## config.mk

```make
export PLATFORM = sky130hd
export DESIGN_NAME = pulse_sweep_ctrl_flat
export DESIGN_NICKNAME = d
export VERILOG_FILES = /design/src/rtl/pulse_gen_pkg.sv /design/src/rtl/pulse_sweep_ctrl_if.sv /design/src/rtl/pulse_sweep_ctrl_edge_det.sv /design/src/rtl/pulse_sweep_ctrl.sv /design/src/flat_wrapper.sv
export SDC_FILE = /design/constraint.sdc
export NUM_CORES = 1
export LEC_CHECK = 0
export BUFFER_PORTS_ARGS = -buffer_cell sky130_fd_sc_hd__buf_2
export CAP_MARGIN = 0
export CORE_ASPECT_RATIO = 1.5
export CORE_MARGIN = 1
export CORE_UTILIZATION = 48
export DETAILED_ROUTE_END_ITERATION = 8
export PLACE_DENSITY = 0.71
export REMOVE_ABC_BUFFERS = 1
export SLEW_MARGIN = 30
export SYNTH_ARGS = -nofsm -noshare
export SYNTH_HDL_FRONTEND = slang
export SYNTH_SLANG_ARGS = --single-unit
```

## constraint.sdc

```tcl
create_clock -name clk -period 7.25 [get_ports clk]
set_input_delay 1.45 -clock clk [delete_from_list [all_inputs] [get_ports clk]]
set_output_delay 1.45 -clock clk [all_outputs]
set_load 0.01 [all_outputs]
```

## src/rtl/pulse_gen_pkg.sv

```systemverilog
// Shared pulse_gen / pulse_sweep_ctrl constants and the sweep state encoding.
package pulse_gen_pkg;

  localparam int unsigned N_DEF          = 26;
  localparam int unsigned D_DEF          = 16;
  localparam int unsigned DUTY_DEF       = 50_000;
  localparam int unsigned PERIOD_MAX_DEF = 50_000_000;
  localparam int unsigned PERIOD_RST_DEF = 50_000_000;

  typedef enum logic [1:0] {
    IDLE  = 2'd0,
    DWELL = 2'd1,
    STEP  = 2'd2,
    DONE  = 2'd3
  } sweep_state_t;

endpackage

```

## src/rtl/pulse_sweep_ctrl_if.sv

```systemverilog
// Control/status bundle between the front-end, pulse_sweep_ctrl and its pulse_gen.
interface pulse_sweep_ctrl_if
  import pulse_gen_pkg::*;
#(
  parameter int unsigned N = N_DEF,
  parameter int unsigned D = D_DEF
) ();

  logic         start;
  logic         abort;
  logic [N-1:0] start_period;
  logic [N-1:0] stop_period;
  logic [N-1:0] step;
  logic [D-1:0] dwell;
  logic         pulse_in;
  logic [N-1:0] period_param;
  logic         busy;
  logic         done;
  logic         err;
  logic [D-1:0] step_cnt;

  modport master (
    output start, abort, start_period, stop_period, step, dwell, pulse_in,
    input  period_param, busy, done, err, step_cnt
  );

  modport slave (
    input  start, abort, start_period, stop_period, step, dwell, pulse_in,
    output period_param, busy, done, err, step_cnt
  );

endinterface

```

## src/rtl/pulse_sweep_ctrl_edge_det.sv

```systemverilog
// Single-flop rising-edge detector for pulse_gen.div_out (same clock domain).
module pulse_edge_det (
  input  logic clk,
  input  logic reset_n,
  input  logic sig,
  output logic rise_c
);

  logic sig_q;

  always_ff @(posedge clk) begin
    if (!reset_n) sig_q <= 1'b0;
    else          sig_q <= sig;
  end

  assign rise_c = sig & ~sig_q;

endmodule

```

## src/rtl/pulse_sweep_ctrl.sv

```systemverilog
// Stepped period sweep sequencer for pulse_gen.
// Build option: PULSE_SWEEP_LOOP_EN repeats the sweep until abort/reset.
module pulse_sweep_ctrl
  import pulse_gen_pkg::*;
#(
  parameter int unsigned N          = N_DEF,
  parameter int unsigned D          = D_DEF,
  parameter int unsigned DUTY       = DUTY_DEF,
  parameter int unsigned PERIOD_MAX = PERIOD_MAX_DEF,
  parameter int unsigned PERIOD_RST = PERIOD_RST_DEF
) (
  input logic               clk,
  input logic               reset_n,
  pulse_sweep_ctrl_if.slave bus
);

  localparam logic [N:0] LO = (N+1)'(DUTY);
  localparam logic [N:0] HI = (N+1)'(PERIOD_MAX);

  sweep_state_t state;
  logic [N-1:0] period_param;
  logic [N-1:0] stop_q;
  logic [N-1:0] step_q;
  logic         dn_q;
  logic [D-1:0] dwell_cnt;
  logic [D-1:0] step_cnt;
  logic         busy;
  logic         done;
  logic         err;
`ifdef PULSE_SWEEP_LOOP_EN
  logic [N-1:0] start_q;
`endif

  logic         rise;
  logic         range_ok_c;
  logic [D-1:0] dwell_tgt_c;
  logic [D-1:0] cnt_nxt_c;
  logic         hit_c;
  logic [N:0]   nxt_c;
  logic         clamp_c;

  pulse_edge_det u_edge (
    .clk    (clk),
    .reset_n(reset_n),
    .sig    (bus.pulse_in),
    .rise_c (rise)
  );

  assign range_ok_c = ({1'b0, bus.start_period} > LO) && ({1'b0, bus.start_period} < HI) &&
                      ({1'b0, bus.stop_period}  > LO) && ({1'b0, bus.stop_period}  < HI);

  // dwell of 0 behaves as 1
  assign dwell_tgt_c = (bus.dwell == '0) ? D'(1) : bus.dwell;
  assign cnt_nxt_c   = dwell_cnt + D'(1);
  assign hit_c       = (cnt_nxt_c >= dwell_tgt_c);

  // borrow/carry in bit N makes under/overflow read as passing stop
  assign nxt_c   = dn_q ? ({1'b0, period_param} - {1'b0, step_q})
                        : ({1'b0, period_param} + {1'b0, step_q});
  assign clamp_c = dn_q ? (nxt_c[N] || (nxt_c <= {1'b0, stop_q}))
                        : (nxt_c >= {1'b0, stop_q});

  always_ff @(posedge clk) begin
    if (!reset_n) begin
      state        <= IDLE;
      period_param <= N'(PERIOD_RST);
      stop_q       <= '0;
      step_q       <= '0;
      dn_q         <= 1'b0;
      dwell_cnt    <= '0;
      step_cnt     <= '0;
      busy         <= 1'b0;
      done         <= 1'b0;
      err          <= 1'b0;
`ifdef PULSE_SWEEP_LOOP_EN
      start_q      <= '0;
`endif
    end else begin
      done <= 1'b0;
      err  <= 1'b0;
      if (bus.abort && (state != IDLE)) begin
        state <= IDLE;
        busy  <= 1'b0;
      end else begin
        case (state)
          IDLE: begin
            if (bus.start) begin
              if (range_ok_c) begin
                stop_q       <= bus.stop_period;
                step_q       <= bus.step;
                dn_q         <= (bus.start_period > bus.stop_period);
                period_param <= bus.start_period;
                step_cnt     <= '0;
                dwell_cnt    <= '0;
                busy         <= 1'b1;
                state        <= DWELL;
`ifdef PULSE_SWEEP_LOOP_EN
                start_q      <= bus.start_period;
`endif
              end else begin
                err <= 1'b1;
              end
            end
          end
          DWELL: begin
            if (rise) begin
              if (hit_c) begin
                dwell_cnt <= '0;
                if ((period_param == stop_q) || (step_q == '0)) begin
                  done  <= 1'b1;
                  state <= DONE;
`ifndef PULSE_SWEEP_LOOP_EN
                  busy  <= 1'b0;
`endif
                end else begin
                  state <= STEP;
                end
              end else begin
                dwell_cnt <= cnt_nxt_c;
              end
            end
          end
          STEP: begin
            period_param <= clamp_c ? stop_q : nxt_c[N-1:0];
            step_cnt     <= step_cnt + D'(1);
            dwell_cnt    <= '0;
            state        <= DWELL;
          end
          DONE: begin
`ifdef PULSE_SWEEP_LOOP_EN
            period_param <= start_q;
            step_cnt     <= '0;
            dwell_cnt    <= '0;
            state        <= DWELL;
`else
            state        <= IDLE;
`endif
          end
          default: state <= IDLE;
        endcase
      end
    end
  end

  assign bus.period_param = period_param;
  assign bus.busy         = busy;
  assign bus.done         = done;
  assign bus.err          = err;
  assign bus.step_cnt     = step_cnt;

endmodule
```

## src/flat_wrapper.sv

```systemverilog
// flat-port wrapper written by rule: the top's interface ports become plain ports
module pulse_sweep_ctrl_flat import pulse_gen_pkg::*;
#(
  parameter int unsigned N          = N_DEF,
  parameter int unsigned D          = D_DEF,
  parameter int unsigned DUTY       = DUTY_DEF,
  parameter int unsigned PERIOD_MAX = PERIOD_MAX_DEF,
  parameter int unsigned PERIOD_RST = PERIOD_RST_DEF
)
  (clk, reset_n, bus_start, bus_abort, bus_start_period, bus_stop_period, bus_step, bus_dwell, bus_pulse_in, bus_period_param, bus_busy, bus_done, bus_err, bus_step_cnt);
  pulse_sweep_ctrl_if #(.N(N), .D(D)) bus_i ();
  input logic clk;
  input logic reset_n;
  input wire logic [$bits(bus_i.start)-1:0] bus_start;
  input wire logic [$bits(bus_i.abort)-1:0] bus_abort;
  input wire logic [$bits(bus_i.start_period)-1:0] bus_start_period;
  input wire logic [$bits(bus_i.stop_period)-1:0] bus_stop_period;
  input wire logic [$bits(bus_i.step)-1:0] bus_step;
  input wire logic [$bits(bus_i.dwell)-1:0] bus_dwell;
  input wire logic [$bits(bus_i.pulse_in)-1:0] bus_pulse_in;
  output wire logic [$bits(bus_i.period_param)-1:0] bus_period_param;
  output wire logic [$bits(bus_i.busy)-1:0] bus_busy;
  output wire logic [$bits(bus_i.done)-1:0] bus_done;
  output wire logic [$bits(bus_i.err)-1:0] bus_err;
  output wire logic [$bits(bus_i.step_cnt)-1:0] bus_step_cnt;
  assign bus_i.start = bus_start;
  assign bus_i.abort = bus_abort;
  assign bus_i.start_period = bus_start_period;
  assign bus_i.stop_period = bus_stop_period;
  assign bus_i.step = bus_step;
  assign bus_i.dwell = bus_dwell;
  assign bus_i.pulse_in = bus_pulse_in;
  assign bus_period_param = bus_i.period_param;
  assign bus_busy = bus_i.busy;
  assign bus_done = bus_i.done;
  assign bus_err = bus_i.err;
  assign bus_step_cnt = bus_i.step_cnt;
  pulse_sweep_ctrl #(.N(N), .D(D), .DUTY(DUTY), .PERIOD_MAX(PERIOD_MAX), .PERIOD_RST(PERIOD_RST)) u_core (.clk(clk), .reset_n(reset_n), .bus(bus_i));
endmodule
```

After elaboration in Yosys (flattened, before gate mapping)
Index checks and enable logic that the tools add are counted.
- $add $sub $neg: 4
- multiply operators: 0
- divide/modulo/power cells: 0
- order comparisons: 8
- equal/unequal tests: 9
- shift operators: 0
- multiplexer cells: 27
- bitwise gates (word level): 9
- reductions and logical operators: 21
- operators by type and width (kind ; number):
    16-bit two-way mux ; 5
    26-bit two-way mux ; 3
    26-bit by 16-bit > comparator with 1-bit output, second input constant ; 2
    26-bit < comparator, second input constant ; 2
    26-bit case mux with 2 select lines ; 1
    16-bit case mux with 3 select lines ; 1
    16-bit by 1-bit adder with 16-bit output, second input constant ; 2
    16-bit case mux with 2 select lines ; 1
    26-bit by 26-bit adder with 27-bit output ; 1
    27-bit by 26-bit greater-or-equal comparator with 1-bit output ; 1
    27-bit by 26-bit less-or-equal comparator with 1-bit output ; 1
    27-bit two-way mux ; 1
    26-bit by 26-bit subtractor with 27-bit output ; 1
    26-bit == test ; 1
    26-bit > comparator ; 1
    26-bit zero test ; 1
    16-bit greater-or-equal comparator ; 1
    16-bit zero test ; 1
    4-bit AND reduction ; 3
    1-bit two-way mux ; 9
    2-bit two-way mux ; 4
    2-bit by 1-bit inequality test with 1-bit output, second input constant ; 4
    1-bit inverter ; 8
    2-bit case mux with 4 select lines ; 1
    15 further kinds ; 22
- flip-flop bits (word level): 117
- bits in latches: 0
- RAM bits: 0
- bits in read-only memories: 0
- bits of input ports: 99
- output and inout bits: 45
- logic and storage cells: 89
- memories: 0

Logic depth before layout (Yosys ltp)
Gate-level depths: netlist of run 1.
- word-level depth: 7
- mapped depth: 27
- mapped depth without buffers: 26

Modules after synthesis
From an unflattened synthesis of run 1, not the netlist that was laid out.
- cell total of the unflattened synthesis: 1111
- area, all modules: 9071.2 µm²
- modules (own cells, without submodules) (module ; instances ; cells each ; area each (µm²)):
    pulse_sweep_ctrl ; 1 ; 1108 ; 9031.2
    pulse_edge_det ; 1 ; 3 ; 40.0

Worst setup path before layout of run 1
No wires, ideal clock.
- kind: flip-flop to flip-flop
- start: register u_core.step_q[2]
- end: register u_core.period_param[25], in the netlist u_core.bus.period_param[25]
- arrival: 5421 ps
- required time: 7128 ps
- setup slack: 1707 ps
- stages on the path, launching flop included: 25
- buffers on the path: 2
- clock period less this slack: 5543 ps
- cell sequence: dfxtp_1 > or3_4 > or3_1 > nor3_1 > and2_1 > a21o_1 > xor2_1 > ha_1 > clkbuf_1 > a41o_1 > a211oi_2 > or3b_1 > o221ai_1 > o21bai_1 > a21oi_1 > xnor2_1 > ha_1 > nand3_1 > nor2_1 > mux2_2 > and3_4 > a31oi_4 > mux2i_4 > buf_6 > a311o_1
- longest elaborated chain between the ends: 7
- ends and longest elaborated chain (item ; RTL line ; RTL):
    start: declaration ; pulse_sweep_ctrl.sv:23 ; logic [N-1:0] step_q;
    start signal: assignment ; pulse_sweep_ctrl.sv:90 ; step_q <= bus.step;
    26-bit by 26-bit adder with 27-bit output / 26-bit by 26-bit subtractor with 27-bit output (equally long branches) ; pulse_sweep_ctrl.sv:59, pulse_sweep_ctrl.sv:58 ;
    27-bit two-way mux (*) ; pulse_sweep_ctrl.sv:58 ; assign nxt_c = dn_q ? ({1'b0, period_param} - {1'b0, step_q})
    27-bit by 26-bit less-or-equal comparator with 1-bit output ; pulse_sweep_ctrl.sv:60 ; assign clamp_c = dn_q ? (nxt_c[N] || (nxt_c <= {1'b0, stop_q}))
    1-bit logical OR ; pulse_sweep_ctrl.sv:60 ;
    1-bit two-way mux ; pulse_sweep_ctrl.sv:60 ;
    26-bit two-way mux (*) ; pulse_sweep_ctrl.sv:124 ; period_param <= clamp_c ? stop_q : nxt_c[N-1:0];
    26-bit case mux with 2 select lines (*) ; pulse_sweep_ctrl.sv:85 ; case (state)
    end signal: assignment ; pulse_sweep_ctrl.sv:66 ; period_param <= N'(PERIOD_RST);
    end signal: assignment ; pulse_sweep_ctrl.sv:92 ; period_param <= bus.start_period;
    end signal: assignment ; pulse_sweep_ctrl.sv:124 ;
    end: declaration ; pulse_sweep_ctrl.sv:21 ; logic [N-1:0] period_param;
Mark *: on every way between the ends. The rest lies on a longest branch, timed or not.
A chain may end at the register's enable or synchronous reset.

Worst setup path in the final report of run 1
- start: register u_core.step_q[2]
- end: register u_core.period_param[8], in the netlist u_core.bus.period_param[8]
Same word-level chain as after synthesis.

==> reports/metrics.csv, run 1 <==
metric,value,unit
status,"finished, final reports clean",
hold_buffers,0,
avgViaCountPerCell,6.023,
grt_pass1_wl,45.02,mm
drtAntennaViolNets,0,
place.gp.congestion,0.9691,
cts_buffers,17,
yosys-top-cells-area,"dfxtp_1 26%, ha_1 13%, xnor2_1 6.7%",
final_nets,1473,
async_reset_ff_frac,0,
holdWs,0.4707,ns
grt_overflow,0,
synth.distinct_cells,75,
max_cap_viol_count,0,
synthFlopType,dfxtp_1,
track_usage,0.2963,
synth_top_area_share,0.2570,
wl_per_cell,18.59,µm
antennaDiodeCount,0,
hp-class,reg -> reg,
cts_buffer_depth,2,
fmax,150.8,MHz
post-cts-setup-buffers,0,
seq_area,2342,µm²
dr.pass1.iters,6,
port_buffers,143,
ys_ff_latch,117,
cp_max_fo,26,
synth-edff-count,0,
ir_drop,0.0001505,V
layout-drive-gt1-share,0.1615,
grt_setup_unrepaired,no,
path_clk_slew,0.06,ns
setup_viol,0,
hold_viol,0,
die-width,114.5,µm
fillers,1731,
startpoint_type,register,
antenna_found_initial,1,
multiInputGateArea,6265,µm²
tightest_slew,0.8935,ns
drc,0,
rows,61,
p_per_area,273.4,nW/µm²
avgSynthCellArea,7.892,µm²
fin_tns_setup,0,ns
worstSetupPathType,reg -> reg,
post_cts_resized,0,
ys_warn_count,0,
worstSetupEndpointType,register,
yosysTopAreaCell,dfxtp_1,
period_needed,6.633,ns
dieArea,19560,µm²
grt_max_degree,82,
grt_pass1_vias,8866,
p_leak,4.501,nW
tritoncts,done,
ys_seq_area_frac,0.2570,
design.portCount,144,
core,18550,µm²
cp_data_arrival_time,6.91,ns
worstSkewPairLatency,0.42,ns
drt-initial-drc-count,530,
dpl.hpwl,21.59,mm
synth_area,9115,µm²
syn_inst,1155,
syn_to_final_growth,17.43,%
die_y,170.8,µm
crit_required,7.53,ns
fin_skew,0.005834,ns
clock_sinks,117,
h-tree-depth,4,
start_util,0.4915,
root_buffer,clkbuf_16,
via_count,9276,
slew-limit-headroom,0.3889,
fin_crit_sh,0.9148,
r2r_setup_slack,0.62,ns
drv_slew,0,
wirelength,28.63,mm
area by class of cell:
type | instances | share of cell area
Multi-Input combinational cell | 901 | 0.5853
Timing Repair Buffer | 154 | 0.07762
Inverter | 85 | 0.02981
Clock inverter | 12 | 0.01672
Tap cell | 252 | 0.02946
Sequential cell | 117 | 0.2188
Clock buffer | 19 | 0.04231
state kept, by name (all words and copies together) (netlist names):
name and flops:
u_core.bus.period_param 26, u_core.step_q 26, u_core.stop_q 26, u_core.bus.step_cnt 16
u_core.dwell_cnt 16, u_core.state 2, u_core.bus.busy 1, u_core.bus.done 1
u_core.bus.err 1, u_core.dn_q 1, u_core.u_edge.sig_q 1
cells in the final DEF, fill, tap and decap left out, types with 5 or more instances in the layout:
master     netlist  final
a211oi_1         5      5
a21o_1          24     24
a21oi_1        109    109
a221oi_1        13     13
a22oi_1         15     15
a31oi_1         13     13
a41oi_1         10     10
and2_1           5      5
and3_1          12     12
buf_2            3    143
buf_4            1      9
clkbuf_16        0     17
dfxtp_1        117    117
ha_1            97     97
inv_1           85     84
mux2i_1         10     10
nand2_1         93     93
nand2b_1        10     10
nand3_1         47     47
nand4_1         21     21
nor2_1          67     67
nor2b_1          8      8
nor3_1          21     21
nor3b_1          5      5
nor4_1          19     19
o21a_1           9      9
o21ai_0         75     75
o221ai_1         7      7
o22ai_1         12     11
o311ai_1        11     11
or3_1            7      7
or4_1           10     10
xnor2_1         70     70
xor2_1          29     29
layer usage:
metal	routed length (µm)	vias up	track usage	share of wire
li1	-	4473	-	-
met1	10910	4374	0.3217	0.38
met2	14400	345	0.5262	0.50
met3	1919	82	0.06270	0.067
met4	1389	2	0.1728	0.049
met5	10	-	0	0.00035
Yosys cell counts (3+ instances only):
library cell / count
a211oi_1: 5
a21boi_0: 4
a21o_1: 24
a21oi_1: 109
a221oi_1: 13
a22oi_1: 15
a31oi_1: 13
a41oi_1: 10
and2_1: 5
and3_1: 12
and4_1: 4
buf_2: 3
clkbuf_1: 46
dfxtp_1: 117
ha_1: 97
inv_1: 85
mux2i_1: 10
nand2_1: 93
nand2b_1: 10
nand3_1: 47
nand3b_1: 3
nand4_1: 21
nand4b_1: 3
nor2_1: 67
nor2b_1: 8
nor3_1: 21
nor3b_1: 5
nor4_1: 19
o2111ai_1: 3
o21a_1: 9
o21ai_0: 75
o21bai_1: 4
o221ai_1: 7
o22ai_1: 12
o311ai_1: 11
o31a_1: 3
o31ai_1: 4
or2_2: 3
or3_1: 7
or4_1: 10
xnor2_1: 70
xor2_1: 29
stage by stage:
step	instance area (µm²)	total power, W	setup WS, ns	util	cells
2_1_floorplan	8905	0.001644	1.219	-	1103
3_3_place_gp	10040	0.001977	0.9951	0.5416	1508
3_5_place_dp	10070	0.001999	0.8188	0.5431	1509
4_1_cts	10700	0.002919	0.6835	0.5771	1540
5_1_grt	10700	0.003102	0.1913	0.5771	1540
6_report	10700	0.002926	0.6175	0.5771	1540
cell families after synthesis:
| family | count (synthesis) | share of synthesized area |
|---|---|---|
| and+or+nand+nor | 350 | 0.1990 |
| buffers and inverters | 137 | 0.05806 |
| DFF | 117 | 0.2570 |
| AOI/OAI and AO/OA | 341 | 0.2395 |
| adders and majority gates | 98 | 0.1353 |
| xor gates and xnor gates | 99 | 0.09513 |
| muxes | 13 | 0.01592 |
critical path: stages, from the launching register on:
cell and delay (ns):
dfxtp_1 0.35, or3_4 0.42, or3_1 0.33, nor3_1 0.28, and2_1 0.40, a21o_1 0.24
o21ai_0 0.12, xnor2_1 0.14, ha_1 0.33, nand2_1 0.12, nor2_1 0.06, a211oi_2 0.31
or3b_1 0.38, o221ai_1 0.26, o21bai_1 0.11, a21oi_1 0.19, xnor2_1 0.11, ha_1 0.33
nand3_1 0.11, o221ai_1 0.28, mux2_2 0.22, and3_4 0.19, a31oi_4 0.04, mux2i_4 0.48
buf_12 0.26, mux2i_1 0.26, o22ai_1 0.13
power breakdown:
part	internal, W	total, W	leakage, nW	switching [W]
clock network	0.000591	0.000912	0.301	0.000321
registers	0.000674	0.000717	0.953	0.0000425
logic	0.000545	0.00130	3.25	0.000753
final timing paths:
check | startpoint | endpoint | depth (start not counted)
max | u_core.step_q[2] | u_core.bus.period_param[8] | 26
min | u_core.dwell_cnt[15] | u_core.dwell_cnt[15] | 2
max reg2reg | u_core.step_q[2] | u_core.bus.period_param[8] | 26
min reg2reg | u_core.dwell_cnt[15] | u_core.dwell_cnt[15] | 2
(Power assumes the default switching activity.)
==> run 2, diff against run 1 <==
clock period = 6.3 ns   (was 7.25 ns; I/O delays follow)
==> reports/metrics.csv, run 2 (synthesis results as in run 1) <==
metric,value,unit,change
core,18550,µm²,unchanged
tightest_slew,0.9111,ns,+0.01756 ns
worstSkewPairLatency,0.43,ns,about the same
cp_data_arrival_time,6.30,ns,-0.61 ns
path_common_cell,a21oi_1,,
dieArea,19560,µm²,unchanged
tritoncts,done,,
max_stage_delay,0.56,ns,+0.08 ns
fin_crit_sh,0.9484,,+0.03353
wl_per_cell,18.72,µm,+0.71%
p_leak,4.526,nW,+0.54%
ir_drop,0.0001452,V,-3.5%
antennaDiodeCount,0,,unchanged
path_clk_slew,0.06,ns,about the same
drt-initial-drc-count,621,,+17%
worstSetupEndpointType,register,,
via_count,9299,,+0.25%
critical_path_depth,25,,-3.8%
rows,61,,unchanged
slew-limit-headroom,0.3911,,+0.002167
drtAntennaViolNets,0,,unchanged
worstRegToRegCells,25,,-3.8%
regToRegStartpoint,u_core.step_q[2],,
grt_pass1_wl,44.94,mm,-0.17%
status,"finished, final reports clean",,
cpLargestDelayFamily,simple AND/OR/NAND/NOR gates,,
p_per_area,312.8,nW/µm²,+14%
place.gp.congestion,0.9702,,+0.11%
drv_slew,0,,unchanged
h-tree-depth,4,,unchanged
wirelength,28.98,mm,+1.2%
grt_overflow,0,,unchanged
crit_buf_inv,2,,+1
syn_to_final_growth,17.86,%,
fillers,1741,,+0.58%
design.portCount,144,,unchanged
multiInputGateArea,6299,µm²,+0.54%
port_buffers,143,,unchanged
cts_buffer_depth,2,,unchanged
fin_skew,0.008483,ns,+0.002649 ns
grt_pass1_vias,8672,,-2.2%
startpoint_type,register,,
hold_path_depth,2,,unchanged
max_cap_viol_count,0,,unchanged
fmax,167.4,MHz,+11%
start_util,0.4915,,unchanged
grt_max_degree,82,,unchanged
dpl.hpwl,21.79,mm,+0.93%
worstSetupPathType,reg -> reg,,
dr.pass1.iters,5,,-1
antenna_found_initial,0,,-1
hold_viol,0,,unchanged
clock_sinks,117,,unchanged
die_y,170.8,µm,unchanged
setup_viol,0,,unchanged
hp-class,reg -> reg,,
drc,0,,unchanged
layoutNonFillerInstCount,1548,,+0.52%
dp.cells,1515,,+0.40%
reg.largest.list,"u_core.bus.period_param: 26 flops, u_core.step_q: 26 flops, u_core.stop_q: 26 flops",,
final_nets,1481,,+0.54%
cp_slowest_cell,or4_1,,
cp_max_fo,13,,-50%
seq_area,2342,µm²,unchanged
track_usage,0.2976,,+0.001364
die-width,114.5,µm,unchanged
layout_commonest_cell,buf_2,,
fin_tns_setup,0,ns,unchanged
root_buffer,clkbuf_16,,
min_from,u_core.dwell_cnt[15],,
layout-drive-gt1-share,0.1690,,+0.007491
avgViaCountPerCell,6.007,,-0.27%
cts_buffers,17,,unchanged
period_needed,5.975,ns,-0.6578 ns
crit_required,6.63,ns,-0.90 ns
most-common-layout-cells,"143 x buf_2, 117 x dfxtp_1, 108 x a21oi_1, 97 x ha_1, 93 x nand2_1",,
cp-startpoint,u_core.step_q[2],,
## run 2: changes by cell type in the layout (fill, tap and decap cells not counted), moves of 2 or more
cell | before | now
clkbuf_1 | 0 | 2
clkinv_4 | 3 | 0
bufinv_16 | 4 | 2
buf_4 | 9 | 15
clkinv_2 | 2 | 4
## run 2: final timing paths
path,end,slack (ns)
hold / removal,u_core.dwell_cnt[15],0.47
hold reg to reg,u_core.dwell_cnt[15],0.47
setup / recovery,u_core.bus.period_param[0],0.33
setup reg to reg,u_core.bus.period_param[0],0.33
## run 2: cell type report
cell class / count / share of cell area
multi-input combinational: 902 / 0.5863
sequential: 117 / 0.2180
timing repair buffer: 161 / 0.08293
clock buffer: 22 / 0.04414
inverter: 85 / 0.02970
tap: 252 / 0.02935
clock inverter: 9 / 0.009550
## run 2: where the power goes
group	internal [W]	switching [W]	total, W
sequential	0.000776	0.0000500	0.000826
clock	0.000607	0.000358	0.000965
combinational	0.000667	0.000902	0.00157
## run 2: metal layers
metal	track usage	share of wire	routed length [µm]
met1	0.3222	0.37	10780
met2	0.5236	0.50	14530
met3	0.07014	0.072	2097
met4	0.1756	0.055	1586
met5	0	0	0
## run 2: timing repair
action	in CTS	in global routing
setup endpoints to repair	0	26
buffers inserted	0	1
resized for setup	0	6
hold buffers	0	0
## run 2: worst min-delay path, stage by stage, from the launching register on
cell	delay, ns
dfxtp_1	0.32
nand2_1	0.05
a21oi_1	0.05
## run 2: through the flow
step,area (µm²),setup WS (ns),hold WS [ns],total power (W),utilization
global route,10740,-0.0001665,0.4870,0.003549,0.5792
detailed placement,10130,0.1161,0.4639,0.002344,0.5460
CTS,10700,0.08908,0.4725,0.003318,0.5771
floorplan,8905,0.4040,0.4488,0.001892,-
global placement,10080,0.2373,0.4596,0.002315,0.5436
finish,10740,0.3253,0.4695,0.003360,0.5792
==> run 3, diff against run 2 <==
ABC_AREA = 1   (was unset)
==> reports/metrics.csv, run 3 <==
metric,value,unit,change
async_reset_ff_frac,0,,unchanged
status,"finished, final reports clean",,
design.portCount,144,,unchanged
fin_skew,0.007992,ns,-0.0004909 ns
grt_max_degree,71,,-13%
max_cap_viol_count,0,,unchanged
via_count,10287,,+11%
start_util,0.4910,,about the same
synth-edff-count,0,,unchanged
drt-met1-wl,12.20,mm,+13%
p_per_area,286.3,nW/µm²,-8.5%
wl_per_cell,16.38,µm,-13%
slew-limit-headroom,0.3996,,+0.008491
worstSetupPathType,reg -> reg,,
drv_slew,0,,unchanged
p_leak,5.582,nW,+23%
dr_wl_met2,15.34,mm,+5.6%
stdcell_area,11250,µm²,+4.7%
cp_max_fo,17,,+4
synth_top_area_share,0.2402,,-0.01681
path_common_cell,nand2_1,,
syn_inst,1484,,+28%
synthXorXnorAreaFrac,0.07813,,-0.01700
ys_seq_area_frac,0.2402,,-0.01681
dr.pass1.iters,5,,unchanged
layout-drive-gt1-share,0.1293,,-0.03967
grt_pass1_vias,10153,,+17%
cp_slowest_cell,ha_1,,
die_y,176.6,µm,+3.4%
root_buffer,clkbuf_16,,
cp_data_arrival_time,6.07,ns,-0.23 ns
layoutNonFillerInstCount,1884,,+22%
core,19860,µm²,+7.1%
port_buffers,143,,unchanged
yosysTopAreaCell,dfxtp_1,,
antenna_found_initial,3,,+3
cts_buffers,17,,unchanged
dpl.hpwl,24.50,mm,+12%
yosys-mux-area-fraction,0,,-0.01592
path_clk_slew,0.06,ns,about the same
synthFlopType,dfxtp_1,,
h-tree-depth,4,,unchanged
startpoint_type,register,,
period_needed,5.756,ns,-0.2192 ns
fin_ws,0.5445,ns,+0.2192 ns
synth_area,9753,µm²,+7.0%
wirelength,30.86,mm,+6.5%
rows,63,,+3.3%
ys_warn_count,0,,unchanged
die-width,118.4,µm,+3.4%
synth_top_family_by_area,simple AND/OR/NAND/NOR gates,,
yosys-top-cells-area,"dfxtp_1 24%, ha_1 12%, nand2_1 11%",,
grt_pass1_wl,49.30,mm,+9.7%
most-common-layout-cells,"273 x nand2_1, 246 x inv_1, 180 x a21oi_1, 143 x buf_2, 117 x dfxtp_1",,
worstSkewPairLatency,0.43,ns,about the same
dp.cells,1851,,+22%
setup_viol,0,,unchanged
synth.distinct_cells,47,,-37%
hp-class,reg -> reg,,
final_nets,1808,,+22%
drtAntennaViolNets,0,,unchanged
cts_buffer_depth,2,,unchanged
tightest_slew,0.8997,ns,-0.01143 ns
avgSynthCellArea,6.572,µm²,-17%
placed_cell_area,10670,µm²,+5.4%
synth_most_common_cell,nand2_1,,
drc,0,,unchanged
synthAdderAreaFrac,0.1265,,-0.008855
place.gp.congestion,1.022,,+5.3%
drt-initial-drc-count,592,,-4.7%
ys_ff_latch,117,,unchanged
tritoncts,done,,
avgViaCountPerCell,5.460,,-9.1%
layout_commonest_cell,nand2_1,,
dieArea,20900,µm²,+6.9%
synthSimpleGateAreaFrac,0.2639,,+0.06485
grt_overflow,0,,unchanged
synth_compound_area_frac,0.1738,,-0.06570
track_usage,0.3023,,+0.004688
worstSetupEndpointType,register,,
syn_to_final_growth,15.37,%,
ir_drop,0.0001516,V,+4.5%
fin_crit_sh,0.9136,,-0.03479
crit_required,6.62,ns,about the same
dr_wl_met3,2.008,mm,-4.2%
pre_cts_ws,0.5382,ns,+0.4222 ns
highest_layer,met5,,
grt_setup_unrepaired,no,,
synth_common_cells,"273 x nand2_1, 246 x inv_1, 180 x a21oi_1, 117 x dfxtp_1, 104 x nor2_1",,
clock_sinks,117,,unchanged
fmax,173.7,MHz,+3.8%
fin_tns_setup,0,ns,unchanged
reg.largest.list,"u_core.bus.period_param: 26 flops, u_core.step_q: 26 flops, u_core.stop_q: 26 flops",,
max_stage_delay,0.38,ns,-0.18 ns
antennaDiodeCount,0,,unchanged
hold_viol,0,,unchanged
run 3: kinds of logic after synthesis:
kind of cell | Yosys count
XOR/XNOR | 87
adder cells (fa/ha/maj) | 98
AO/OA/AOI/OAI | 313
buffers and inverters | 295
AND/OR/NAND/NOR | 574
flip-flops | 117
run 3: per-stage QoR:
step	util	hold slack [ns]	power (W)
after CTS	0.5659	0.4770	0.003204
after global placement	0.5371	0.4523	0.002233
after global routing	0.5665	0.4923	0.003459
after floorplan	-	0.4453	0.001866
after detailed placement	0.5372	0.4670	0.002262
final	0.5665	0.4758	0.003221
run 3: routing by layer:
layer | global-route usage | vias up
li1 | - | 5179
met1 | 0.3333 | 4671
met2 | 0.5444 | 351
met3 | 0.06331 | 82
met4 | 0.1561 | 4
met5 | 0 | -
run 3: power breakdown:
part           internal [W]  total, W  switching [W]
combinational      0.000505   0.00145       0.000944
sequential         0.000786  0.000833      0.0000475
clock              0.000554  0.000940       0.000386
total               0.00184   0.00322        0.00138
run 3: area by class of cell:
cell class | count | area, µm²
clock buffers | 18 | 439.2
clock inverters | 14 | 131.4
fillers | 2038 | 8612
inverters | 250 | 938.4
multi-input cells | 1073 | 6292
flip-flops and latches | 117 | 2342
well taps | 260 | 325.3
repair buffers | 152 | 783.3
run 3: repair_timing:
action / CTS / global route
setup endpoints to repair: 0 / 2
hold buffers: 0 / 0
buffers inserted: 0 / 0
resized for setup: 0 / 0
run 3: worst max-delay path: cells and delay by family, from the launching register on:
family / cells / cell delay, ns
AND/OR/NAND/NOR: 17 / 3.25
adder cells (fa/ha/maj): 2 / 0.67
AO/OA/AOI/OAI: 4 / 0.65
XOR/XNOR: 2 / 0.37
buffers and inverters: 4 / 0.35
flip-flops: 1 / 0.33
run 3: final timing paths:
check	slack, ns	start	to	cells after the start
max reg2reg	0.54	u_core.step_q[0]	u_core.bus.period_param[21]	29
min reg2reg	0.48	u_core.dwell_cnt[4]	u_core.dwell_cnt[4]	2
min	0.48	u_core.dwell_cnt[4]	u_core.dwell_cnt[4]	2
max	0.54	u_core.step_q[0]	u_core.bus.period_param[21]	29
